**src/rtl/sd_pkg.sv**
```systemverilog
`default_nettype none
// ============================================================================
//  Module  : sd_pkg
//  Purpose : Shared constants and the state type for the SD block CRC framer
//            and the byte-wise CRC16 datapath.
//  Macros  : SD_BLK_START_TOKEN_EN adds the TOKEN state to the state type.
//  Revision: 1.0 - initial release
// ============================================================================
package sd_pkg;

  // CRC16 seed used at the start of each block (SD data lines seed with zero)
  localparam logic [15:0] CRC16_INIT     = 16'h0000;
  // CCITT polynomial x^16 + x^12 + x^5 + 1, implicit x^16 term dropped
  localparam logic [15:0] CRC16_POLY     = 16'h1021;
  // SPI-mode single-block data start token
  localparam logic [7:0]  SD_START_TOKEN = 8'hFE;

  typedef enum logic [2:0] {
    ST_IDLE   = 3'd0,
    ST_DATA   = 3'd1,
    ST_CRC_HI = 3'd2,
    ST_CRC_LO = 3'd3
`ifdef SD_BLK_START_TOKEN_EN
    , ST_TOKEN = 3'd4
`endif
  } sd_framer_state_t;

endpackage
`default_nettype wire

```
**src/rtl/sd_crc16_d8.sv**
```systemverilog
`default_nettype none
// ============================================================================
//  Module  : sd_crc16_d8
//  Purpose : Purely combinational one-byte update of the CCITT CRC16,
//            MSB of the data byte processed first. Shared by the write-path
//            framer and the read-path checker.
//  Ports   : data[7:0]  - byte to fold in
//            crc[15:0]  - current CRC value
//            next[15:0] - CRC after folding in data
//  Revision: 1.0 - initial release
// ============================================================================
import sd_pkg::*;

module sd_crc16_d8 (
  input  logic [7:0]  data,
  input  logic [15:0] crc,
  output logic [15:0] next
);

  logic [15:0] acc;

  // Eight unrolled shift steps; synthesis flattens this into an XOR network.
  always_comb begin
    acc = crc;
    for (int i = 7; i >= 0; i--) begin
      if (acc[15] ^ data[i]) begin
        acc = {acc[14:0], 1'b0} ^ CRC16_POLY;
      end else begin
        acc = {acc[14:0], 1'b0};
      end
    end
    next = acc;
  end

endmodule
`default_nettype wire

```
**src/rtl/sd_blk_crc_framer.sv**
```systemverilog
`default_nettype none
// ============================================================================
//  Module  : sd_blk_crc_framer
//  Purpose : Frames one fixed-length data block for the SD DAT-line
//            serializer: passes BLOCK_LEN data bytes through a single-entry
//            output register while folding them into a CRC16, then appends
//            the CRC high byte and low byte (m_last on the low byte).
//  Macros  : SD_BLK_START_TOKEN_EN - emit a 0xFE start token ahead of the
//            data (not covered by the CRC). Undefined: no token.
//  Ports   : clk, rst      - clock (rising edge), async active-high reset
//            start         - begins a block, honoured only when idle
//            s_valid/s_ready/s_data        - input byte stream
//            m_valid/m_ready/m_data/m_last - output byte stream
//            busy          - from accepted start until final handshake
//            done          - pulse the cycle after the m_last handshake
//            crc_out       - CRC of the last completed block
//  Revision: 1.0 - initial release
// ============================================================================
import sd_pkg::*;

module sd_blk_crc_framer #(
  parameter int BLOCK_LEN = 512,
  parameter int CNT_W     = 13
) (
  input  logic        clk,
  input  logic        rst,
  input  logic        start,
  input  logic        s_valid,
  output logic        s_ready,
  input  logic [7:0]  s_data,
  output logic        m_valid,
  input  logic        m_ready,
  output logic [7:0]  m_data,
  output logic        m_last,
  output logic        busy,
  output logic        done,
  output logic [15:0] crc_out
);

  localparam logic [CNT_W-1:0] LAST_IDX = CNT_W'(BLOCK_LEN - 1);

  sd_framer_state_t state_q, state_d;
  logic [15:0]      crc_q, crc_d;
  logic [CNT_W-1:0] cnt_q, cnt_d;
  logic [7:0]       m_data_q, m_data_d;
  logic             m_valid_q, m_valid_d;
  logic             m_last_q, m_last_d;
  logic             busy_q, busy_d;
  logic             done_q, done_d;
  logic [15:0]      crc_out_q, crc_out_d;

  logic             can_load;
  logic             s_hs;
  logic [15:0]      crc_next;

  // Output register may be (re)loaded when empty or being drained this cycle
  assign can_load = !m_valid_q || m_ready;
  assign s_ready  = (state_q == ST_DATA) && can_load;
  assign s_hs     = s_valid && s_ready;

  sd_crc16_d8 u_crc (
    .data (s_data),
    .crc  (crc_q),
    .next (crc_next)
  );

  always_comb begin
    state_d   = state_q;
    crc_d     = crc_q;
    cnt_d     = cnt_q;
    m_data_d  = m_data_q;
    m_valid_d = m_valid_q;
    m_last_d  = m_last_q;
    busy_d    = busy_q;
    done_d    = 1'b0;
    crc_out_d = crc_out_q;

    // Drain: an accepted byte empties the register unless reloaded below.
    // The m_last handshake closes the block.
    if (m_valid_q && m_ready) begin
      m_valid_d = 1'b0;
      m_last_d  = 1'b0;
      if (m_last_q) begin
        busy_d = 1'b0;
        done_d = 1'b1;
      end
    end

    case (state_q)
      ST_IDLE: begin
        // busy_q still set means the m_last byte is pending: ignore start
        if (start && !busy_q) begin
          crc_d  = CRC16_INIT;
          cnt_d  = '0;
          busy_d = 1'b1;
`ifdef SD_BLK_START_TOKEN_EN
          state_d = ST_TOKEN;
`else
          state_d = ST_DATA;
`endif
        end
      end
`ifdef SD_BLK_START_TOKEN_EN
      ST_TOKEN: begin
        if (can_load) begin
          m_data_d  = SD_START_TOKEN;
          m_valid_d = 1'b1;
          state_d   = ST_DATA;
        end
      end
`endif
      ST_DATA: begin
        if (s_hs) begin
          m_data_d  = s_data;
          m_valid_d = 1'b1;
          crc_d     = crc_next;
          cnt_d     = cnt_q + CNT_W'(1);
          if (cnt_q == LAST_IDX) begin
            state_d = ST_CRC_HI;
          end
        end
      end
      ST_CRC_HI: begin
        if (can_load) begin
          m_data_d  = crc_q[15:8];
          m_valid_d = 1'b1;
          state_d   = ST_CRC_LO;
        end
      end
      ST_CRC_LO: begin
        if (can_load) begin
          m_data_d  = crc_q[7:0];
          m_valid_d = 1'b1;
          m_last_d  = 1'b1;
          crc_out_d = crc_q;
          state_d   = ST_IDLE;
        end
      end
      default: begin
        state_d = ST_IDLE;
      end
    endcase
  end

  always_ff @(posedge clk or posedge rst) begin
    if (rst) begin
      state_q   <= ST_IDLE;
      crc_q     <= CRC16_INIT;
      cnt_q     <= '0;
      m_data_q  <= 8'h00;
      m_valid_q <= 1'b0;
      m_last_q  <= 1'b0;
      busy_q    <= 1'b0;
      done_q    <= 1'b0;
      crc_out_q <= 16'h0000;
    end else begin
      state_q   <= state_d;
      crc_q     <= crc_d;
      cnt_q     <= cnt_d;
      m_data_q  <= m_data_d;
      m_valid_q <= m_valid_d;
      m_last_q  <= m_last_d;
      busy_q    <= busy_d;
      done_q    <= done_d;
      crc_out_q <= crc_out_d;
    end
  end

  assign m_data  = m_data_q;
  assign m_valid = m_valid_q;
  assign m_last  = m_last_q;
  assign busy    = busy_q;
  assign done    = done_q;
  assign crc_out = crc_out_q;

endmodule
`default_nettype wire

```
**config.mk**
```make
export PLATFORM = sky130hd
export DESIGN_NAME = sd_blk_crc_framer
export DESIGN_NICKNAME = d
export VERILOG_FILES = /design/src/rtl/sd_pkg.sv /design/src/rtl/sd_crc16_d8.sv /design/src/rtl/sd_blk_crc_framer.sv
export SDC_FILE = /design/constraint.sdc
export NUM_CORES = 1
export LEC_CHECK = 0
export CORE_UTILIZATION = 56
export CTS_BUF_LIST = sky130_fd_sc_hd__clkbuf_8
export DETAILED_ROUTE_END_ITERATION = 10
export GPL_TIMING_DRIVEN = 0
export PLACE_DENSITY = 0.86
export SLEW_MARGIN = 40
export SYNTH_ARGS = -nofsm -noshare
export SYNTH_HDL_FRONTEND = slang
export SYNTH_SLANG_ARGS = --single-unit
```
**constraint.sdc**
```tcl
create_clock -name clk -period 2.9 [get_ports clk]
set_input_delay 0.87 -clock clk [delete_from_list [all_inputs] [get_ports clk]]
set_output_delay 0.87 -clock clk [all_outputs]
set_load 0.01 [all_outputs]
```
# Word level (Yosys, flattened, before mapping)
# Index checks and enable logic that the tools add are counted.
# word_totals
inputBits,13
ff_bits,60
out_inout_bits,29
# op_classes
addsub,1
n_bitwise,16
eq_ne,9
muxes,37
n_reduce_logical,15
# ops
cell,n
13-bit two-way mux,10
16-bit two-way mux,2
16-bit case mux with 2 select lines,1
13-bit case mux with 2 select lines,1
8-bit two-way mux,3
3-bit inverter,8
8-bit case mux with 3 select lines,1
3-bit two-way mux,5
"13-bit by 1-bit adder with 13-bit output, second input constant",1
"13-bit by 9-bit == test with 1-bit output, second input constant",1
1-bit two-way mux,12
3-bit case mux with 4 select lines,1
"2-bit inequality test, second input constant",4
1-bit XOR,8
"3-bit by 2-bit == test with 1-bit output, second input constant",2
5-bit AND reduction,1
1-bit logical AND,4
4-bit AND reduction,1
"3-bit by 1-bit == test with 1-bit output, second input constant",1
3-bit zero test,1
3-bit AND reduction,1
3-bit nonzero test,1
1-bit zero test,2
"2-bit by 1-bit inequality test with 1-bit output, second input constant",1
5 further kinds,5

# Depth between registers and ports, before layout
# depth
word_depth,18
ltp_mapped,8

# Hierarchy
# A second synthesis with hierarchy kept.
# unflattened
hier_cells,292
area_unflattened_um2,3223.1
# modules_own_cells
module,cells_per_inst,instances,area_per_inst_um2
sd_blk_crc_framer,267,1,2835.2
sd_crc16_d8,25,1,387.9

# Least setup slack after synthesis
# Ideal clock, no wire load.
# synth_path
kind,input port to output port
from,input port m_ready
to,output port s_ready
path_stages,3
t_arrival_ns,1.316
path_slack_ns,0.714
path_cell_list,nand2b_1 buf_6 and2_1
# synth_via
elab_chain_len,2
# synth_rtl
item,line_no,rtl
"start, declared",sd_blk_crc_framer.sv:32,"input logic m_ready,"
1-bit logical OR,sd_blk_crc_framer.sv:57,assign can_load = !m_valid_q || m_ready;
1-bit logical AND,sd_blk_crc_framer.sv:58,assign s_ready = (state_q == ST_DATA) && can_load;
"end, declared",sd_blk_crc_framer.sv:29,"output logic s_ready,"
# No other way between the ends.

# Worst setup path after layout
# Same ends and word-level chain as after synthesis.

==> metrics.md <==
| Metric | Value |
|---|---|
| Final setup violation count | 0 |
| Clk Latency, worst-skew pair | approximately 0.34 ns |
| Worst Setup Path Type | in -> out |
| M2 GR Usage | roughly two fifths |
| Largest net degree at the start of global routing | 36 |
| Hold_ws | between 0.5 and 0.6 ns |
| H-tree Lvls | 3 |
| Critical Path Sink Type | output pin |
| Max cap viols | 0 |
| Core area | 4790 um2 |
| Asr flop ratio synth | 100% |
| Total power divided by cell area | approximately 760 nW/um2 |
| Required @ worst endpoint | 2.03 ns |
| Combinational share of power | 25.5% |
| Final Hold Viols | 0 |
| Detailed Place HPWL | between 4 and 5 mm |
| Distinct cells, synth | 42 |
| Clk sinks | between 50 and 60 |
| Startpoint Class | primary input |
| Synthesized Nets | approximately 280 |
| Setup WS pre-CTS | -0.279 ns |
| Pleak | ~1.6 nW |
| Clk buf depth | 2 |
| Die Wd | ~73 um |
| TritonCTS clock tree | yes |
| Minimum clock period | 2.79 ns |
| Post-synth top area cell | dfrtp_1 |
| Grt met3 use | around 4.7% |
| Predominant post-synthesis flop cell | dfrtp_1 |
| Drt via density | 5.60 |
| Worst-path clk slew | approximately 0.070 ns |
| Cts bufs inserted | 9 |
| Gr usage total | ~27% |
| DR DRC count | 0 |
| Syn Area/Cell | between 10 and 15 um2 |
| Fmax | ~360 MHz |
| Number of port buffers | 41 |
| Buf/Inv on CP | 3 |
| Status | complete, no violations |
| Critical-path maximum fanout | 7 |
| Clock Power Share | between 30 and 40% |
| Crit path cell chain | clkdlybuf4s50_1, nand2b_1, buf_6, and2_1, clkbuf_2 |
| DR pass1 iterations | 4 |
| First-pass GRT wire length | around 10 mm |
| Gpl congestion | around 0.83 |
| Initial antenna violation count | 0 |
| Vias | between 2000 and 2500 |
| Gr busiest metal | met2 |
| Post-layout util | about three quarters |
| Final Cycle Share | 96.2% |
| DRT Wirelength | approximately 6.3 mm |
| Worst VDD drop | about 0.00056 V |
| CTS Hold Buffers Added | 0 |
| Share of cells above drive strength 1 | 14.6% |
| Synth top area share | around 52% |
| Number of flops mapped to enable cells by yosys | 0 |
| Sw Share | roughly a third |
| Root Driver | clkbuf_8 |
| Syn. warnings | 0 |
| #FFs+latches synth | between 50 and 60 |
| Register area share after synthesis | between 50% and 60% |
| # IOs | 42 |
| Iteration-0 DRC Markers | 157 |
| Delay of the slowest critical-path stage | 0.49 ns |
| Ranking of synthesized cells by area | dfrtp_1, xnor2_1, mux2_2 |
| Cells after Synth | between 200 and 300 |
| Crit-path leading delay family | buffers and inverters |
| Rel. slew slack | 61.6% |
| Fin. max-slew vios | 0 |
| Grt total ovfl | 0 |
| Antenna diode count | 0 |
| Clk_skew | approximately 0.0095 ns |
| Vias in the first global route | 2161 |
| Worst slew pin tran | approximately 0.57 ns |
| Die ar. | around 5300 um2 |
| Pint | 0.00184 W |
| Arrival @ worst endpoint | between 1.5 and 2 ns |
| Worst hold path type | reg -> reg |
| Power share of the sequential group | ~43% |
| Initial Util | 59.2% |
| Detail Route Antenna Nets | 0 |
| RSZ-0062 raised after global routing | false |
| Met1 Resource Use GR | 35.8% |
| P&R area growth vs syn | 26.1% |
| Flop-to-flop setup slack | slightly below 0.6 ns |
| Die Span Y | 73.1 um |
| Slowest-stage cell, CP | clkdlybuf4s50_1 |
| Final nets | 336 |
| FP Rows | 25 |
| Final WS setup | 0.112 ns |
| Post-CTS setup buffer count | 0 |
| Synthesized area | 2830 um2 |
| Post-DR wirelength/cell | roughly 16 um |
| Switching Power | a little under 0.0009 W |
final cells by class:
type | instances | area, um2
fill | 339 | 1210
sequential | 59 | 1480
timing repair buffer | 42 | 425
buffer | 9 | 42.5
tap | 67 | 83.8
clock inverter | 5 | 76.3
clock buffer | 11 | 151
inverter | 8 | 32.5
multi-input combinational | 188 | 1280
power groups by stage:
stage	clock network, W	logic, W	registers (W)
2_1_floorplan	0	0.000523	0.00114
3_3_place_gp	0	0.000653	0.00117
3_5_place_dp	0	0.000684	0.00119
4_1_cts	0.000856	0.000697	0.00118
5_1_grt	0.000890	0.000766	0.00120
6_report	0.000849	0.000696	0.00118
Yosys cell counts, drive strengths merged (2+ instances only):
| master | count |
|---|---|
| dfrtp | 59 |
| nand2 | 33 |
| nor2 | 27 |
| xnor2 | 21 |
| o21ai | 18 |
| mux2 | 17 |
| xor2 | 14 |
| a22oi | 8 |
| a31oi | 8 |
| inv | 8 |
| clkbuf | 7 |
| ha | 6 |
| nand3 | 5 |
| nand4 | 5 |
| nor3 | 4 |
| a21oi | 3 |
| nor4 | 3 |
| o31ai | 3 |
| and3 | 2 |
| buf | 2 |
state kept, by name, indices dropped and copies added, names as in the netlist:
signal	count
crc_out	16
crc_q	16
cnt_q	13
m_data	8
state_q	2
busy	1
done	1
m_last	1
m_valid	1
metrics by stage:
step	TNS, ns	total power (W)	instance area, um2	cells
6_report	0	0.00273	3570	389
5_1_grt	0	0.00286	3570	389
4_1_cts	0	0.00273	3580	389
3_5_place_dp	-0.435	0.00187	3350	373
3_3_place_gp	-24.58	0.00183	3330	372
2_1_floorplan	0	0.00166	2830	264
placed cells by master, fill, tap and decap left out, types with 4 or more instances in the layout:
master and n:
xnor2_1 21, inv_1 7, clkdlybuf4s50_1 40, dfrtp_1 59, nand4_1 4, clkbuf_1 7, a22oi_1 8, a31oi_1 8
nand2_1 32, mux2_2 16, nand3_1 5, o21ai_1 15, nor2_1 25, clkbuf_8 11, ha_1 6, xor2_1 14
path summary, 6_finish.rpt:
kind                        startpoint     endpoint  depth (start not counted)
max                            m_ready      s_ready                          5
min                        crc_out[10]  crc_out[10]                          1
max reg2reg                 state_q[0]    m_data[7]                          8
min reg2reg                crc_out[10]  crc_out[10]                          1
max in group asynchronous          rst   crc_out[2]                          3
min in group asynchronous          rst         done                          2
layer usage:
layer,wire (um),vias up
met4,161,0
li1,-,1018
met3,346,16
met1,2770,1066
met5,0,-
met2,3040,80
cell families (layout without fill, tap and decap cells):
| kind of cell | after synthesis | after routing | share of synthesized area [%] |
|---|---|---|---|
| AND/OR/NAND/NOR | 85 | 85 | 14.5 |
| flip-flops | 59 | 59 | 52.1 |
| AO/OA/AOI/OAI | 44 | 44 | 10.0 |
| XOR/XNOR | 35 | 35 | 10.8 |
| multiplexers | 18 | 18 | 7.25 |
| buffers and inverters | 17 | 75 | 2.56 |
| adder cells (fa/ha/maj) | 6 | 6 | 2.65 |
repair_timing:
action / CTS / global route
setup endpoints to repair: 1 / 1
gates resized for setup: 2 / 1
hold endpoints to repair: 0 / 0
No activity file was read; power rests on OpenSTA's default activity.
